--- config.mk ---
export PLATFORM = sky130hd
export DESIGN_NAME = hopfield_engine
export DESIGN_NICKNAME = d
export VERILOG_FILES = /design/src/rtl/hopfield_engine.sv
export SDC_FILE = /design/constraint.sdc
export NUM_CORES = 2
export LEC_CHECK = 0
export BUFFER_PORTS_ARGS = -buffer_cell sky130_fd_sc_hd__buf_2
export CORE_MARGIN = 3
export CORE_UTILIZATION = 41
export CTS_BUF_LIST = sky130_fd_sc_hd__clkbuf_4 sky130_fd_sc_hd__clkbuf_8
export DETAILED_ROUTE_END_ITERATION = 7
export PLACE_DENSITY = 0.64
export SLEW_MARGIN = 20
export SYNTH_ARGS = -nofsm -noshare
export SYNTH_HDL_FRONTEND = slang
export SYNTH_SLANG_ARGS = --single-unit
--- constraint.sdc ---
create_clock -name clk -period 31.3 [get_ports clk]
set_input_delay 6.26 -clock clk [delete_from_list [all_inputs] [get_ports clk]]
set_output_delay 6.26 -clock clk [all_outputs]
set_load 0.01 [all_outputs]
--- src/rtl/hopfield_engine.sv ---
// Parametrised Hopfield associative memory: clears, learns (Hebbian, saturating)
// and recalls patterns through a single-command handshake, one neuron row per cycle.
module hopfield_engine #(
    parameter int N        = 16,
    parameter int WW       = 4,
    parameter int MAX_ITER = 15
) (
    input  logic                            clk,
    input  logic                            rst,
    input  logic                            cmd_valid,
    output logic                            cmd_ready,
    input  logic [1:0]                      cmd_op,
    input  logic [N-1:0]                    pattern_in,
    output logic [N-1:0]                    neuron_states,
    output logic                            same_input,
    output logic                            done,
    output logic                            converged,
    output logic                            timeout,
    output logic [$clog2(MAX_ITER+1)-1:0]   sweeps
);

    localparam int KW = $clog2(N);
    localparam int AW = WW + $clog2(N);
    localparam int SW = $clog2(MAX_ITER + 1);

    localparam logic [1:0] OP_CLEAR  = 2'b00;
    localparam logic [1:0] OP_LEARN  = 2'b01;
    localparam logic [1:0] OP_RECALL = 2'b10;

    localparam logic signed [WW-1:0] W_MAX = WW'(2 ** (WW - 1) - 1);
    localparam logic signed [WW-1:0] W_MIN = -W_MAX;

    typedef enum logic [2:0] {
        IDLE,
        CLEAR,
        LEARN,
        RECALL,
        NOP
    } state_t;

    state_t state, next_state;

    logic signed [WW-1:0] w [N][N];

    logic [KW-1:0]  k;
    logic [N-1:0]   last_pattern;
    logic           last_valid;
    logic           change_flag;

    logic           accept;
    logic           last_row;
    logic           finish;
    logic signed [AW-1:0] h;
    logic           new_bit;
    logic           change_now;
    logic [SW-1:0]  sweep_next;

    // Saturating +/-1 step that keeps weights inside the symmetric legal range.
    function automatic logic signed [WW-1:0] sat_step(input logic signed [WW-1:0] v,
                                                      input logic up);
        if (up)
            return (v == W_MAX) ? v : v + WW'(1);
        else
            return (v == W_MIN) ? v : v - WW'(1);
    endfunction

    assign cmd_ready  = (state == IDLE);
    assign accept     = cmd_valid && cmd_ready;
    assign last_row   = (k == KW'(N - 1));
    assign same_input = last_valid && (pattern_in == last_pattern);
    assign sweep_next = sweeps + SW'(1);

    // Local field of neuron k; the accumulator is wide enough that it cannot overflow.
    always_comb begin
        h = '0;
        for (int j = 0; j < N; j++) begin
            logic signed [AW-1:0] term;
            term = w[k][j];
            if (j != int'(k)) begin
                if (neuron_states[j])
                    h = h + term;
                else
                    h = h - term;
            end
        end
    end

    always_comb begin
        new_bit = neuron_states[k];
        if (h > 0)
            new_bit = 1'b1;
        else if (h < 0)
            new_bit = 1'b0;
        change_now = change_flag || (new_bit != neuron_states[k]);
    end

    always_ff @(posedge clk or negedge rst) begin
        if (!rst)
            state <= IDLE;
        else
            state <= next_state;
    end

    always_comb begin
        next_state = state;
        case (state)
            IDLE: begin
                if (accept) begin
                    case (cmd_op)
                        OP_CLEAR:  next_state = CLEAR;
                        OP_LEARN:  next_state = LEARN;
                        OP_RECALL: next_state = RECALL;
                        default:   next_state = NOP;
                    endcase
                end
            end
            CLEAR, LEARN: begin
                if (last_row)
                    next_state = IDLE;
            end
            RECALL: begin
                if (last_row && (!change_now || sweep_next == SW'(MAX_ITER)))
                    next_state = IDLE;
            end
            NOP:     next_state = IDLE;
            default: next_state = IDLE;
        endcase
    end

    assign finish = (state != IDLE) && (next_state == IDLE);

    always_ff @(posedge clk or negedge rst) begin
        if (!rst) begin
            k             <= '0;
            neuron_states <= '0;
            last_pattern  <= '0;
            last_valid    <= 1'b0;
            change_flag   <= 1'b0;
            sweeps        <= '0;
            converged     <= 1'b0;
            timeout       <= 1'b0;
            done          <= 1'b0;
        end else begin
            done <= finish;
            if (accept) begin
                k           <= '0;
                change_flag <= 1'b0;
                converged   <= 1'b0;
                timeout     <= 1'b0;
                sweeps      <= '0;
                if (cmd_op == OP_LEARN || cmd_op == OP_RECALL) begin
                    last_pattern <= pattern_in;
                    last_valid   <= 1'b1;
                end
                if (cmd_op == OP_RECALL)
                    neuron_states <= pattern_in;
            end else begin
                case (state)
                    CLEAR, LEARN: k <= last_row ? '0 : k + KW'(1);
                    RECALL: begin
                        neuron_states[k] <= new_bit;
                        if (last_row) begin
                            sweeps      <= sweep_next;
                            k           <= '0;
                            change_flag <= 1'b0;
                            if (!change_now)
                                converged <= 1'b1;
                            else if (sweep_next == SW'(MAX_ITER))
                                timeout <= 1'b1;
                        end else begin
                            k           <= k + KW'(1);
                            change_flag <= change_now;
                        end
                    end
                    default: ;
                endcase
            end
        end
    end

    // LEARN touches row k and column k together so the array stays symmetric;
    // the diagonal is never written outside reset/clear.
    always_ff @(posedge clk or negedge rst) begin
        if (!rst) begin
            for (int i = 0; i < N; i++)
                for (int j = 0; j < N; j++)
                    w[i][j] <= '0;
        end else if (state == CLEAR) begin
            for (int j = 0; j < N; j++)
                w[k][j] <= '0;
        end else if (state == LEARN) begin
            for (int i = 0; i < N; i++)
                for (int j = 0; j < N; j++)
                    if (i != j && (i == int'(k) || j == int'(k)))
                        w[i][j] <= sat_step(w[i][j], last_pattern[i] == last_pattern[j]);
        end
    end

    a_exclusive_status: assert property (@(posedge clk) disable iff (!rst)
        !(converged && timeout));

endmodule
==> impl_metrics.py <==
metrics = {
    "status": {
        "status": "finished, final reports clean",
    },
    "grt": {
        "overflow": 0,
        "grt_antenna_before_repair": 40,
        "grt_pass1_wl_mm": 437,
        "gr-usage-all-layers_pct": 27.2,
        "grt_max_degree": 148,
        "grt_pass1_vias": 69280,
    },
    "timing": {
        "timing.final.hold_violations": 0,
        "layout_worst_path_cycle_share_pct": 60.3,
        "worst-slew-pin-transition_ns": 1.18,
        "slew_headroom_pct": 20.7,
        "final-max-slew-violation-count": 0,
        "layout_min_cycle_time_ns": 18.86,
        "unrepaired_setup_endpoints_after_global_routing": "false",
        "setup_total_negative_slack_ns": 0,
        "setup-violations-final": 0,
        "fin_worst_skew_ns": 0.0595,
        "fmax_mhz": 53.0,
        "fin_worst_hold_slack_ns": 0.477,
    },
    "floorplanning": {
        "fp.dieArea_um2": 212000,
        "placement_rows": 166,
        "floorplan.io_pins": 46,
        "die_width_um": 460,
        "core_region_area_um2": 205000,
        "die-height_um": 460,
        "initial_core_util_pct": 41.3,
    },
    "yosys": {
        "netlist.top_cell.by_area": "dfrtp_1",
        "number_of_enable_flip_flop_cells_after_synthesis": 0,
        "avg_inst_size_synth_um2": 9.94,
        "synth.net_count": 9406,
        "synth.yosys.seq_area_share_pct": 31.7,
        "postSynth.asyncResetShare_pct": 100,
        "syn_area_um2": 84600,
        "post-synth-top-area-fraction_pct": 31.7,
        "dominant_cells_by_area_after_synthesis": "dfrtp_1 (32%), ha_1 (9.2%), mux4_2 (8.5%)",
        "synth.lib_cells_used.distinct": 65,
        "synth_seq_cells": 1072,
        "synth_ff_type": "dfrtp_1",
        "synth-warning-count": 0,
        "post_synth_inst_count": 8506,
    },
    "cts": {
        "cts-hold-fix-buffers": 0,
        "clock_path_buffers": 3,
        "clock_tree_from_tritoncts": "yes",
        "cts_repair_resize_count": 0,
        "clkLatencyLatePin_ns": 1.00,
        "cts_num_sinks": 1072,
        "cts.htree.levels": 4,
        "clkSlewWorstSetupHoldPaths_ns": 0.06,
        "cts-buffers-inserted": 201,
        "root_cell_of_the_clock_tree": "clkbuf_8",
        "cts_post_setup_buffers_inserted": 0,
    },
    "critical_path": {
        "path_max_fanout": 54,
        "required_ns": 32.20,
        "worstSetupPathType": "reg -> reg",
        "endpoint_kind": "flop",
        "cp.arrival_ns": 19.76,
        "crit_top_cell": "a21oi_1",
        "crit_slowest_cell": "dfrtp_4",
        "r2r_cells": 72,
        "start_kind": "flop",
        "cpPeakStageDelay_ns": 0.99,
    },
    "routing": {
        "drt_drc_violations_left": 0,
        "viasPerCell": 6.28,
        "first_iter_violations": 7512,
        "routed_wirelength_mm": 291,
        "routed_wire_length_per_instance_um": 25.4,
        "drtPass1Iterations": 8,
        "dr_total_vias": 71758,
        "antenna_left": 0,
    },
    "placed_design": {
        "place_congestion": 0.964,
        "detailed_placer_s_ending_hpwl_mm": 207,
        "dpl_cell_area_um2": 88000,
        "count_of_input_and_output_buffers": 45,
    },
    "worst_hold_path": {
        "timing.hold.worst_path_depth": 1,
        "hold_path.class": "reg -> reg",
    },
    "finish": {
        "fillers": 19057,
        "nets_final": 9467,
        "final_cell_area_um2": 92400,
        "utilization_pct": 45.1,
        "synth_to_final_area_change_pct": 9.29,
        "post_route_cells_drive_above_1_share_pct": 12.8,
    },
    "run": {
        "maxCapViolations": 0,
    },
}
[cell type report]
cell class              count  area (um^2)  share of cell area, %
well taps                2688         3360                   3.64
clock inverters            44          382                  0.413
clock buffers             317         3980                   4.31
inverters                 255          957                   1.04
diodes                     18         45.0                 0.0487
multi-input cells        6892        55800                   60.4
flip-flops and latches   1072        26800                   29.0
repair buffers            145         1050                   1.14
[cells by family after synthesis]
logic type,count (synthesis),share of synthesized area (%)
compound gates,2830,20.4
simple gates,2063,13.1
flops,1072,31.7
fa+ha+maj,879,15.3
xor+xnor,729,7.63
buf+inv,542,2.49
mux,391,9.41
[metal layers]
layer | vias up | global-route usage [%] | routed length (um) | part of all wire [%]
met5 | - | 0.0230 | 37 | 0.013
met3 | 776 | 5.94 | 27200 | 9.3
met2 | 3293 | 41.1 | 128000 | 44
li1 | 31891 | - | - | -
met4 | 6 | 16.3 | 19200 | 6.6
met1 | 35792 | 35.6 | 117000 | 40
[worst max-delay path: cells and delay by family (launching register included)]
family	cells	cell delay, ns
AND/OR/NAND/NOR	13	1.11
adder cells (fa/ha/maj)	16	6.42
flip-flops	1	0.99
AO/OA/AOI/OAI	19	4.62
buffers and inverters	7	1.47
XOR/XNOR	11	2.27
multiplexers	6	1.85
[synthesized netlist by cell type, types with 61 or more instances]
library cell and count:
a22o_1 439, nor3_1 244, nor2_1 386, xor2_1 292, mux4_2 318, dfrtp_1 1072
fa_1 255, o21ai_0 1404, a21o_1 266, clkbuf_1 230, a21oi_1 386, nand2_1 748
or4b_2 188, a21boi_0 188, nand4b_1 188, nor2b_1 61, xnor2_1 432, inv_1 254
ha_1 624, and2_1 62
[state kept, by name, summed over array words and instances (netlist names), 3 cells and up]
signal / flops
w: 1024
last_pattern: 16
neuron_states: 16
k: 4
sweeps: 4
state: 3
[cells in the final DEF (no fill, tap or decap), drive strengths merged, types with 13 or more instances in the layout]
cell and count:
a21boi 188, a21o 266, a21oi 387, a22o 439, a31oi 16, and2 65, buf 145, clkbuf 317
clkinv 31, dfrtp 1072, diode 18, fa 255, ha 624, inv 259, mux2 51, mux2i 22
mux4 318, nand2 748, nand3 29, nand3b 50, nand4 15, nand4b 188, nor2 386, nor2b 61
nor3 244, nor4 19, nor4b 13, o21ai 1413, o21bai 28, o22ai 50, or3 15, or4b 188
xnor2 432, xor2 292
[per-stage QoR]
stage / setup WS, ns / cells
floorplan: 14.59 / 8506
global placement: 12.98 / 11052
detailed placement: 12.66 / 11052
CTS: 12.59 / 11413
global route: 11.25 / 11419
finish: 12.44 / 11431
[path summary, 6_finish.rpt]
kind	slack [ns]	from	to
min in group asynchronous	5.28	rst	w[210]
worst min-delay path	0.48	w[1023]	w[1023]
max in group asynchronous	22.80	rst	k[1]
worst max register to register	12.44	k[1]	neuron_states[4]
worst max-delay path	12.44	k[1]	neuron_states[4]
worst min register to register	0.48	w[1023]	w[1023]
Power is not shown: default switching activity piles up to over one toggle a cycle in this logic, so the estimate is an artifact.
